File: config.mk
export PLATFORM = sky130hd
export DESIGN_NAME = decoder
export DESIGN_NICKNAME = d
export VERILOG_FILES = /design/src/rtl/decoder_pkg.sv /design/src/rtl/decoder_checker.sv /design/src/rtl/decoder_onehot_core.sv /design/src/rtl/decoder.sv
export SDC_FILE = /design/constraint.sdc
export NUM_CORES = 1
export LEC_CHECK = 0
export ABC_AREA = 0
export CELL_PAD_IN_SITES_DETAIL_PLACEMENT = 0
export CELL_PAD_IN_SITES_GLOBAL_PLACEMENT = 1
export CORE_MARGIN = 2
export CORE_UTILIZATION = 33
export DETAILED_ROUTE_END_ITERATION = 6
export GPL_TIMING_DRIVEN = 0
export HOLD_SLACK_MARGIN = 0.15
export PLACE_DENSITY_LB_ADDON = 0.1
export SYNTH_ARGS = -nofsm -noshare
export SYNTH_HDL_FRONTEND = slang
export SYNTH_SLANG_ARGS = --single-unit
File: constraint.sdc
create_clock -name clk -period 1.2 [get_ports clk]
set_clock_uncertainty 0.15 [all_clocks]
set_input_delay 0.24 -clock clk [delete_from_list [all_inputs] [get_ports clk]]
set_output_delay 0.24 -clock clk [all_outputs]
set_load 0.005 [all_outputs]
File: src/rtl/decoder_pkg.sv
// Shared types and constants for the binary-to-one-hot decoder.
package decoder_pkg;

    localparam int DEC_IN_W  = 4;
    localparam int DEC_OUT_W = 16;

    typedef logic [DEC_IN_W-1:0]  dec_sel_t;
    typedef logic [DEC_OUT_W-1:0] dec_onehot_t;

    // Reference one-hot decode of the default-width select.
    function automatic dec_onehot_t onehot_decode(input dec_sel_t sel);
        dec_onehot_t res;
        res = {DEC_OUT_W{1'b0}};
        for (int i = 0; i < DEC_OUT_W; i++) begin
            res[i] = (sel == dec_sel_t'(i));
        end
        return res;
    endfunction

endpackage

File: src/rtl/decoder_checker.sv
// Run-time invariant checks on the registered decoder outputs.
module decoder_checker #(
    parameter int OUT_W = 16
) (
    input logic             clk,
    input logic             rst_n,
    input logic [OUT_W-1:0] out_q,
    input logic             valid_q
);

    // A loaded register is one-hot, an unloaded one is all zeros; an X load
    // (unknown select) is deliberately passed through and not flagged.
    property p_out_q_shape;
        @(posedge clk) disable iff (!rst_n)
            $isunknown(out_q) ||
            (valid_q ? $onehot(out_q) : (out_q == {OUT_W{1'b0}}));
    endproperty

    a_out_q_shape: assert property (p_out_q_shape)
        else $error("decoder_checker: out_q shape violated (valid=%0b out_q=%h)", valid_q, out_q);

endmodule

File: src/rtl/decoder_onehot_core.sv
// Purely combinational one-hot decode: bit i is set iff sel equals i.
// An unknown select poisons every output bit so no line is silently chosen.
module decoder_onehot_core
    import decoder_pkg::*;
#(
    parameter int IN_W  = DEC_IN_W,
    parameter int OUT_W = 2**IN_W
) (
    input  logic [IN_W-1:0]  sel,
    output logic [OUT_W-1:0] onehot
);

    // Reduction XOR of sel with itself is 0 for known inputs and X otherwise;
    // mixing it into each bit forces an all-X result for an X/Z select.
    logic sel_par_s;
    logic xpoison_s;

    assign sel_par_s = ^sel;
    assign xpoison_s = sel_par_s ^ sel_par_s;

    for (genvar i = 0; i < OUT_W; i++) begin : g_bit
        assign onehot[i] = (sel == IN_W'(i)) ^ xpoison_s;
    end

endmodule

File: src/rtl/decoder.sv
// Binary-to-one-hot decoder with a zero-latency output and a registered,
// load-enabled copy plus valid flag for pipelined consumers.
module decoder
    import decoder_pkg::*;
#(
    parameter int IN_W  = DEC_IN_W,
    parameter int OUT_W = 2**IN_W
) (
    input  logic             clk,
    input  logic             rst_n,
    input  logic [IN_W-1:0]  decoder_in,
    input  logic             decoder_en,
    output logic [OUT_W-1:0] decoder_out,
    output logic [OUT_W-1:0] decoder_out_q,
    output logic             decoder_valid_q
);

    if (OUT_W != 2**IN_W) begin : g_bad_width
        $error("decoder: OUT_W must equal 2**IN_W");
    end

    logic [OUT_W-1:0] onehot_s;
    logic [OUT_W-1:0] out_q_r;
    logic             valid_r;

    decoder_onehot_core #(
        .IN_W  (IN_W),
        .OUT_W (OUT_W)
    ) u_core (
        .sel    (decoder_in),
        .onehot (onehot_s)
    );

    assign decoder_out = onehot_s;

    // Load the decoded value and mark it valid when enabled; hold otherwise.
    always_ff @(posedge clk or negedge rst_n) begin
        if (!rst_n) begin
            out_q_r <= {OUT_W{1'b0}};
            valid_r <= 1'b0;
        end else if (decoder_en) begin
            out_q_r <= onehot_s;
            valid_r <= 1'b1;
        end else begin
            out_q_r <= out_q_r;
            valid_r <= valid_r;
        end
    end

    assign decoder_out_q   = out_q_r;
    assign decoder_valid_q = valid_r;

    decoder_checker #(
        .OUT_W (OUT_W)
    ) u_checker (
        .clk     (clk),
        .rst_n   (rst_n),
        .out_q   (out_q_r),
        .valid_q (valid_r)
    );

endmodule

# After elaboration in Yosys (flattened, before gate mapping)
# Index checks and enable logic that the tools add are counted.
# totals
word_cells	18
out_inout_bits	33
regBits	17
# op_classes
reduce_logical	1
n_eq_ne	15
# ops
op	count
4-bit == test, second input constant	8
4-bit by 3-bit == test with 1-bit output, second input constant	4
4-bit by 2-bit == test with 1-bit output, second input constant	2
4-bit by 1-bit == test with 1-bit output, second input constant	1
4-bit logical NOT	1

# Logic depth before layout (Yosys ltp)
# Gate-level depths: netlist (run 1).
# logic_depth
word_depth	1
mapped_depth	3
mapped_depth_nobuf	2

# Hierarchy
# Synthesis (run 1) repeated with hierarchy kept, for this count alone.
# hier_totals
hier_cells	56
area_unflattened_um2	903.4
# by_module_without_submodules
module	cells_per_inst	n_inst	area_per_inst_um2	seq_area_each_um2
decoder	36	1	676.9	425.4
decoder_onehot_core	20	1	226.5	0.0

# Worst setup path after synthesis (run 1)
# No wires, ideal clock.
# synth_timing
path_type	in2reg
start	input port decoder_en
end	register out_q_r[10], in the netlist decoder_out_q[10]
setup_ps	125
path_buffers	2
arrival_time_ps	944
path_slack_ps	-19
path_stages	3
cell_sequence	buf_2 buf_4 mux2_2
# synth_rtl
item	line_no	rtl
start: declaration	decoder.sv:12	input logic decoder_en,
end signal: assignment	decoder.sv:39	out_q_r <= {OUT_W{1'b0}};
end signal: assignment	decoder.sv:42	out_q_r <= onehot_s;
end signal: assignment	decoder.sv:45	out_q_r <= out_q_r;
end: declaration	decoder.sv:23	logic [OUT_W-1:0] out_q_r;
# No word-level cell between the ends.

# Worst setup path after layout (run 1)
# layout_timing
start	input port decoder_in[2]
end	output port decoder_out[2]
# layout_between
elab_chain_cells	1
# layout_rtl
item	line_no	rtl
start: declaration	decoder.sv:11	input logic [IN_W-1:0] decoder_in,
4-bit by 2-bit == test with 1-bit output	decoder_onehot_core.sv:22	assign onehot[i] = (sel == IN_W'(i)) ^ xpoison_s;
end: declaration	decoder.sv:13	output logic [OUT_W-1:0] decoder_out,
# No other way between the ends.

==> results of run 1 <==
## critical path, stage by stage
cell	delay [ns]
buf_12	0.11
buf_16	0.12
buf_8	0.12
nor4b_4	0.28
buf_2	0.16
## through the flow
stage / util (%) / instances / power [mW]
finish: 59.3 / 159 / 1.24
global route: 59.3 / 159 / 1.31
CTS: 54.3 / 147 / 1.23
detailed placement: 49.9 / 125 / 0.856
global placement: 49.9 / 125 / 0.854
floorplan: - / 56 / 0.736
## state kept, by name, summed over array words and instances, names as in the netlist
signal / cells
decoder_out_q: 16
decoder_valid_q: 1
## repair_timing
action                                  4_1_cts  5_1_grt
hold buffers                                  0        0
setup buffers                                17       12
gates cloned                                  1        0
endpoints found under the setup margin       49       32
resized for setup                           179       11
pin swaps                                    11       12
## cells by family after synthesis
logic type | count (synthesis) | share of synthesized area, %
simple gates | 17 | 28.9
flops | 17 | 44.6
buf+inv | 6 | 6.04
mux | 16 | 20.5
## power by group through the flow
stage / sequential, mW / clock, mW / combinational [mW]
floorplan: 0.615 / 0 / 0.121
global placement: 0.613 / 0 / 0.241
detailed placement: 0.613 / 0 / 0.243
CTS: 0.601 / 0.334 / 0.292
global route: 0.604 / 0.353 / 0.355
finish: 0.601 / 0.310 / 0.333
## layout by cell type (no fill, tap or decap), types with 3 or more instances in the layout
master,instances
mux2_4,4
buf_2,26
and4bb_4,6
nor4b_4,4
buf_4,14
buf_6,24
buf_8,6
clkbuf_4,3
mux2_2,11
and4b_1,3
dfrtp_1,17
## area by class of cell
cell class              instances  area (um^2)
repair buffers                 68          601
clock buffers                   4         26.3
fillers                       247         1120
flip-flops and latches         17          425
well taps                      31         38.8
multi-input cells              33          470
plain buffers                   6         72.6
## how the worst max path moves through the flow
stage | startpoint | to | depth (start not counted)
after floorplan | decoder_en | decoder_out_q[10] | 3
after global placement | decoder_in[2] | decoder_out[5] | 4
after detailed placement | decoder_in[2] | decoder_out[6] | 4
after CTS | decoder_in[1] | decoder_out[0] | 5
after global routing | decoder_in[2] | decoder_out[2] | 5
final | decoder_in[2] | decoder_out[2] | 5
## layer usage
| metal | vias to the layer above | wire length, um | GRT usage, % |
|---|---|---|---|
| met1 | 358 | 1080 | 20.3 |
| met3 | 2 | 141 | 2.90 |
| li1 | 356 | - | - |
| met4 | 0 | 13 | 3.99 |
| met2 | 22 | 1110 | 21.3 |
| met5 | - | 0 | 0 |
==> metrics, run 1 <==
Max-cap violations=0; vias in the first global route=about 760; post-route ant nets=0; nets=136; final hold violations=0; Pins Over Slew Limit=0; Via density=between 4 and 5; Ports=40; Starting Density=between 30 and 40%; Combinational Power Share=approximately 27%; Syn Area/Cell=about 17 um^2; part of the power in registers=48.3%; detailed-route via count=roughly 740; Worst Path Required=~0.8 ns; P per Cell Area=about 760 nW/um^2; number of synthesized flops with an enable pin=0; DP Wirelength=about 1400 um; crit-path max FO=7; Net Sw Frac=about 25%; grt total ovfl=0; Leakage=about 0.86 nW; initial antenna violation count=0; CTS buffer count=3; register bit total from synthesis=17; post-synth top area share=44.6%; CTS tree=done; data arrival time of the critical path=around 1.0 ns; Placement Setup Slack=-1.04 ns; pin count of the biggest net entering global routing=18; Worst Tran Pin Value=about 0.8 ns; GP Congestion=approximately 0.66; top-count cell post-synth=dfrtp_1; launching point of the worst reg2reg path=decoder_out_q[2]; Global Route Usage Sum=between 10% and 20%; Synth cell types=14; Die X-Extent=57.8 um; clock network fraction of design power=24.9%; CP Class=in -> out; status=finished with violations; post-route cell area=~1600 um^2; mapped cell area=around 950 um^2; antenna cells=0; die height=57.8 um; Ys Warns=0; share of layout cells above drive strength 1=82.0%; Setup-failing EPs final=16; sequential-to-total area share from yosys stat=44.6%; Clk Latency, worst-skew pair=around 0.28 ns; post-place instance area=between 1000 and 1500 um^2; part of the cycle the worst path needs=119%; CP endpoint kind=output port; Crit Reg-Reg Endpoint=decoder_out_q[2]; setup TNS=-2.45 ns; Post-route DRC=0; VDD IR max=about 0.0006 V; fmax=roughly 0.70 GHz; final worst slack=-0.225 ns; Cell Rows=19; worst hold path type=in -> reg; leading post-synthesis cells by cell area=dfrtp_1 45%, mux2_2 13%, and4bb_4 10%; cell taking the most area after synthesis=dfrtp_1; net switching power=312 uW; Cells after Synth=between 50 and 60; hold wc startpoint=decoder_en; final wirelength=~2400 um; WHS Endpoint=decoder_out_q[2]; core area=approximately 2800 um^2; failing checks=negative setup slack; Slew headroom=approximately 46%; reg2reg path depth=3; ys async rst share=100%; root buf cell=clkbuf_4; Initial DRT Pass Iterations=4; Final Critical Period=roughly 1.4 ns; Port-buffer cells=38; worst hold slack=roughly 0.22 ns; Layout area overhead=71.4%; first-pass GRT wire length=about 3600 um; Die ar.=approximately 3300 um^2; WHS Path Cells=2; initial drt markers=7; Sink Count=17; critical path startpoint category=input pin; H-Tree Level Count=1; Avg WL per Cell=around 15 um; Commonest cells post-synth=17 x dfrtp_1, 11 x mux2_2, 6 x and4bb_4; Primary FF master, synth=dfrtp_1; Longest Clk Path Bufs=2; unrepaired setup endpoints after global routing=yes; reg2reg setup slack=~0.070 ns; Internal=just over 900 uW; clock slew at reported path FFs=around 0.1 ns; post-synthesis net count=63
(Power assumes the default switching activity.)
==> run 2, diff against run 1 <==
--- a/config.mk
+++ b/config.mk
@@ -13,7 +13,7 @@
 export DETAILED_ROUTE_END_ITERATION = 6
 export GPL_TIMING_DRIVEN = 0
 export HOLD_SLACK_MARGIN = 0.15
-export PLACE_DENSITY_LB_ADDON = 0.1
+export PLACE_DENSITY = 0.81
 export SYNTH_ARGS = -nofsm -noshare
 export SYNTH_HDL_FRONTEND = slang
 export SYNTH_SLANG_ARGS = --single-unit
==> run 2 against run 1 <==
Against the previous run:
- the flow still finishes with violations (negative setup slack)
- die area did not move
- clock-buffer cell count did not move
- cell count rose by 4.4%
- setup slack got worse by 0.012 ns
- non-clock buffer count rose by 7
- clock power barely moved
- combinational power rose by 4%
- largest cell class unchanged
- final area rose by 2.6%
- critical endpoint is now decoder_out[8]
- via count rose by 9.1%
- wire length rose by 14%
- sequential share of layout area fell by 0.66 points
==> metrics, run 2 (synthesis results as in run 1) <==
status=finished with violations; failing checks=negative setup slack; setup TNS=-2.43 ns; Max-cap violations=0; post-route ant nets=0; # fillers=about 230; reg2reg setup slack=about 0.050 ns; CP Class=in -> out; Worst Tran Pin Value=0.796 ns; Cell Rows=19; H-Tree Level Count=1; Die X-Extent=approximately 58 um; Final Critical Period=1.44 ns; Slew headroom=between 40% and 50%; pin count of the biggest net entering global routing=18; critical path startpoint category=input pin; worst hold slack=0.216 ns; commonest non-fill, non-tap cell in the layout=buf_6; post-place instance area=1380 um^2; Global Route Usage Sum=roughly 16%; initial drt markers=3; GP Congestion=0.684; detailed-route via count=805; CP endpoint kind=output port; Crit Reg-Reg Endpoint=decoder_out_q[7]; Initial DRT Pass Iterations=2; Ports=40; core area=between 2000 and 3000 um^2; part of the cycle the worst path needs=120%; Post-route DRC=0; Via density=slightly below 5; final hold violations=0; share of layout cells above drive strength 1=83.0%; VDD IR max=around 0.00072 V; reg2reg path depth=3; vias in the first global route=between 800 and 900; Worst Path Required=approximately 0.81 ns; slowest stage delay, CP=roughly 0.29 ns; root buf cell=clkbuf_4; max reg flops=16; antenna cells=0; Pwr Total=1.26 mW; P per Cell Area=752 nW/um^2; die height=57.8 um; Longest Clk Path Bufs=2; area of the multi-input gates=around 470 um^2; Starting Density=between 30 and 40%; nets=~140; CTS tree=done; CP Depth=5; Layout area overhead=75.9%; crit-path max FO=8; Sink Count=17; DP Wirelength=~1600 um; final wirelength=between 2000 and 3000 um; data arrival time of the critical path=1.05 ns; fmax=a little under 0.7 GHz; worst hold path type=in -> reg; grt total ovfl=0; Leakage=between 0.8 and 0.9 nW; Setup-failing EPs final=24; unrepaired setup endpoints after global routing=yes; CP top delay family=buffers and inverters; most frequent cell on the critical path=buf_8; leading cell types in the layout, fill and taps excluded=29 x buf_6, 26 x buf_2, 18 x buf_4; first-pass GRT wire length=between 4000 and 5000 um; register area=between 400 and 500 um^2; launching point of the worst reg2reg path=decoder_out_q[7]; Buf+Inv Stages, Crit Path=4; initial antenna violation count=0; Crit-path slowest cell=nor4b_4; Avg WL per Cell=about 16 um; Pins Over Slew Limit=0; final worst slack=-0.237 ns; crit path capture=decoder_out[8]; CTS buffer count=3; cell chain of the critical path=buf_8, buf_8, buf_6, nor4b_4, buf_2; Port-buffer cells=38; post-route cell area=approximately 1700 um^2; Die ar.=roughly 3300 um^2; crit path from=decoder_in[2]; clock slew at reported path FFs=around 0.10 ns; Clk Latency, worst-skew pair=0.30 ns
==> run 2: cell types whose count changed in the layout (fill, tap and decap cells not counted) <==
| cell | delta |
|---|---|
| buf_12 | -1 |
| buf_16 | -1 |
| buf_4 | +4 |
| buf_6 | +5 |
| mux2_2 | -1 |
| mux2_4 | +1 |
==> run 2: cell type report <==
class / instances / share of cell area (%)
buffer: 5 / 3.43
clock buffer: 4 / 1.57
multi-input combinational: 33 / 28.3
sequential: 17 / 25.4
tap: 31 / 2.31
timing repair buffer: 76 / 39.0
==> run 2: repair_timing <==
action / in CTS / in global routing
setup endpoints to repair: 49 / 33
gates cloned: 1 / 0
pin swaps: 11 / 10
buffers inserted: 27 / 14
gates resized for setup: 181 / 15
hold buffers: 0 / 0
==> run 2: how the worst min path moves through the flow <==
stage	depth (start not counted)	end	slack [ns]	startpoint
after floorplan	0	decoder_out_q[0]	-0.21	rst_n
after global placement	1	decoder_valid_q	0.30	decoder_valid_q
after detailed placement	1	decoder_valid_q	0.30	decoder_valid_q
after CTS	2	decoder_out_q[4]	0.22	decoder_en
after global routing	2	decoder_out_q[4]	0.22	decoder_en
final	2	decoder_out_q[4]	0.22	decoder_en
==> run 2: metrics by stage <==
| stage | utilization, % | worst slack [ns] | cells |
|---|---|---|---|
| 6_report | 60.8 | -0.237 | 166 |
| 3_5_place_dp | 49.9 | -1.04 | 125 |
| 4_1_cts | 57.1 | -0.232 | 157 |
| 3_3_place_gp | 49.9 | -1.01 | 125 |
| 2_1_floorplan | - | 0.0129 | 56 |
| 5_1_grt | 60.8 | -0.263 | 166 |
==> run 2: per-layer routing <==
metal	vias up	GRT usage, %	share of wire [%]
met5	-	0	0
li1	374	-	-
met2	28	26.9	50
met3	5	2.46	5.8
met1	398	21.5	42
met4	0	6.98	1.9
==> run 2: where the power goes <==
| group | leakage (nW) | total (mW) | switching (mW) | internal (mW) |
|---|---|---|---|---|
| clock | 0.0150 | 0.312 | 0.183 | 0.130 |
| combinational | 0.647 | 0.347 | 0.130 | 0.217 |
| sequential | 0.228 | 0.602 | 0.00942 | 0.592 |
| total | 0.891 | 1.26 | 0.322 | 0.939 |
==> run 3, diff against run 2 <==
--- a/config.mk
+++ b/config.mk
@@ -8,12 +8,11 @@
 export ABC_AREA = 0
 export CELL_PAD_IN_SITES_DETAIL_PLACEMENT = 0
 export CELL_PAD_IN_SITES_GLOBAL_PLACEMENT = 1
-export CORE_MARGIN = 2
-export CORE_UTILIZATION = 33
+export CORE_UTILIZATION = 30
 export DETAILED_ROUTE_END_ITERATION = 6
 export GPL_TIMING_DRIVEN = 0
 export HOLD_SLACK_MARGIN = 0.15
-export PLACE_DENSITY = 0.81
+export PLACE_DENSITY = 0.78
 export SYNTH_ARGS = -nofsm -noshare
 export SYNTH_HDL_FRONTEND = slang
 export SYNTH_SLANG_ARGS = --single-unit
==> constraint.sdc (replaced) <==
create_clock -name clk -period 1.16 [get_ports clk]
set_clock_uncertainty 0.15 [all_clocks]
set_input_delay 0.232 -clock clk [delete_from_list [all_inputs] [get_ports clk]]
set_output_delay 0.232 -clock clk [all_outputs]
set_load 0.005 [all_outputs]
==> run 3 against run 2 <==
Against the previous run:
- the run ends with negative hold slack, negative setup slack left
- cell count up 4.2%
- total power up 2.7%
- global-route usage down 0.28 points
- sequential share of layout area up 0.35 points
- non-clock buffer count down 6
- register-to-register slack better by 0.09 ns
- sequential power up 3.3%
- clock power up 4%
- setup slack worse by 0.024 ns
- combinational power about the same
==> metrics, run 3 (synthesis results as in run 1) <==
status=finished with violations; failing checks=negative hold slack, negative setup slack; grt total ovfl=0; first-pass GRT wire length=~4000 um; core area=3030 um^2; Longest Clk Path Bufs=2; highest routed metal layer=met4; Pwr Total=about 1.3 mW; P per Cell Area=about 780 nW/um^2; Final Critical Period=roughly 1.4 ns; Worst Tran Pin Value=~0.77 ns; final wirelength=2470 um; nets=about 140; Final Util=between 50% and 60%; Post-route DRC=0; Max-cap violations=0; critical path startpoint category=input pin; root buf cell=clkbuf_4; share of layout cells above drive strength 1=between 80 and 90%; detailed-route via count=slightly below 800; clock network fraction of design power=25.1%; Cell Rows=20; DP Wirelength=around 1400 um; Port-buffer cells=38; initial drt markers=2; Die X-Extent=between 50 and 60 um; leading cell types in the layout, fill and taps excluded=27 x buf_6, 25 x buf_2, 17 x dfrtp_1; Starting Density=around a third; Internal=965 uW; max reg flops=16; Initial DRT Pass Iterations=3; Ports=40; final worst slack=-0.261 ns; reg2reg setup slack=~0.14 ns; Sink Count=17; Net Sw Frac=25.4%; Setup-failing EPs final=33; antenna cells=0; initial antenna violation count=0; Leakage=just under 0.9 nW; DP Cell Count=between 100 and 150; final hold violations=17; crit-path max FO=8; launching point of the worst reg2reg path=decoder_out_q[1]; Clk Latency, worst-skew pair=~0.30 ns; part of the cycle the worst path needs=123%; part of the power in registers=~48%; CTS buffer count=3; post-place instance area=1400 um^2; Pins Over Slew Limit=0; Crit Reg-Reg Endpoint=decoder_out_q[1]; net switching power=around 330 uW; vias in the first global route=just over 800; Slew headroom=48.6%; Layout area overhead=73.5%; Global Route Usage Sum=16.1%; setup TNS=-3.27 ns; GP Congestion=approximately 0.67; Via density=4.48; Placement Setup Slack=-1.07 ns; pin count of the biggest net entering global routing=18; worst hold path type=in -> async; met1 WL=1020 um; commonest non-fill, non-tap cell in the layout=buf_6; fmax=slightly above 0.7 GHz; met3 wire len=~120 um; VDD IR max=~0.0006 V; CP Class=in -> out; worst hold slack=-0.164 ns; die height=58.4 um; Combinational Power Share=between 20% and 30%; Avg WL per Cell=about 14 um; crit path from=decoder_in[3]; met2 WL=roughly 1300 um; post-route cell area=1650 um^2; Finished Layout Cells=between 150 and 200; reg2reg path depth=2; CTS tree=done; Worst Path Required=a little under 0.8 ns; unrepaired setup endpoints after global routing=yes; CP endpoint kind=output port; Die ar.=3410 um^2; data arrival time of the critical path=between 1 and 1.5 ns; H-Tree Level Count=1; clock slew at reported path FFs=0.10 ns; post-route ant nets=0
-- run 3: routing by layer --
layer | vias up | GRT usage [%]
li1 | 361 | -
met1 | 387 | 19.2
met2 | 22 | 27.9
met3 | 5 | 4.18
met4 | 0 | 6.12
met5 | - | 0
-- run 3: what timing repair did --
action | CTS | global route
cloned | 0 | 0
pin swaps | 12 | 7
buffers inserted | 23 | 12
resized for setup | 183 | 13
endpoints found under the hold margin | 7 | 24
setup endpoints to repair | 49 | 50
-- run 3: final cells by class --
cell class / instances / area, um^2
Timing Repair Buffer: 69 / 602
Buffer: 6 / 75.1
Sequential cell: 17 / 425
Clock buffer: 4 / 26.3
Tap cell: 44 / 55.1
Multi-Input combinational cell: 33 / 470
Fill cell: 268 / 1370
-- run 3: critical path, stage by stage --
cell and delay [ns]:
buf_8 0.10, buf_8 0.12, buf_6 0.13, nor4b_4 0.30
buf_2 0.16
-- run 3: how the worst max path moves through the flow --
| stage | endpoint | slack [ns] | cells after the start |
|---|---|---|---|
| floorplan | decoder_out_q[10] | 0.04 | 3 |
| global placement | decoder_out[4] | -1.04 | 4 |
| detailed placement | decoder_out[8] | -1.07 | 4 |
| CTS | decoder_out[0] | -0.26 | 5 |
| global route | decoder_out[8] | -0.31 | 5 |
| finish | decoder_out[1] | -0.26 | 5 |
-- run 3: power groups by stage --
stage                     combinational, mW  sequential (mW)  clock [mW]
after floorplan                       0.126            0.636           0
after global placement                0.247            0.634           0
after detailed placement              0.251            0.635           0
after CTS                             0.313            0.622       0.341
after global routing                  0.371            0.625       0.364
final                                 0.348            0.622       0.325
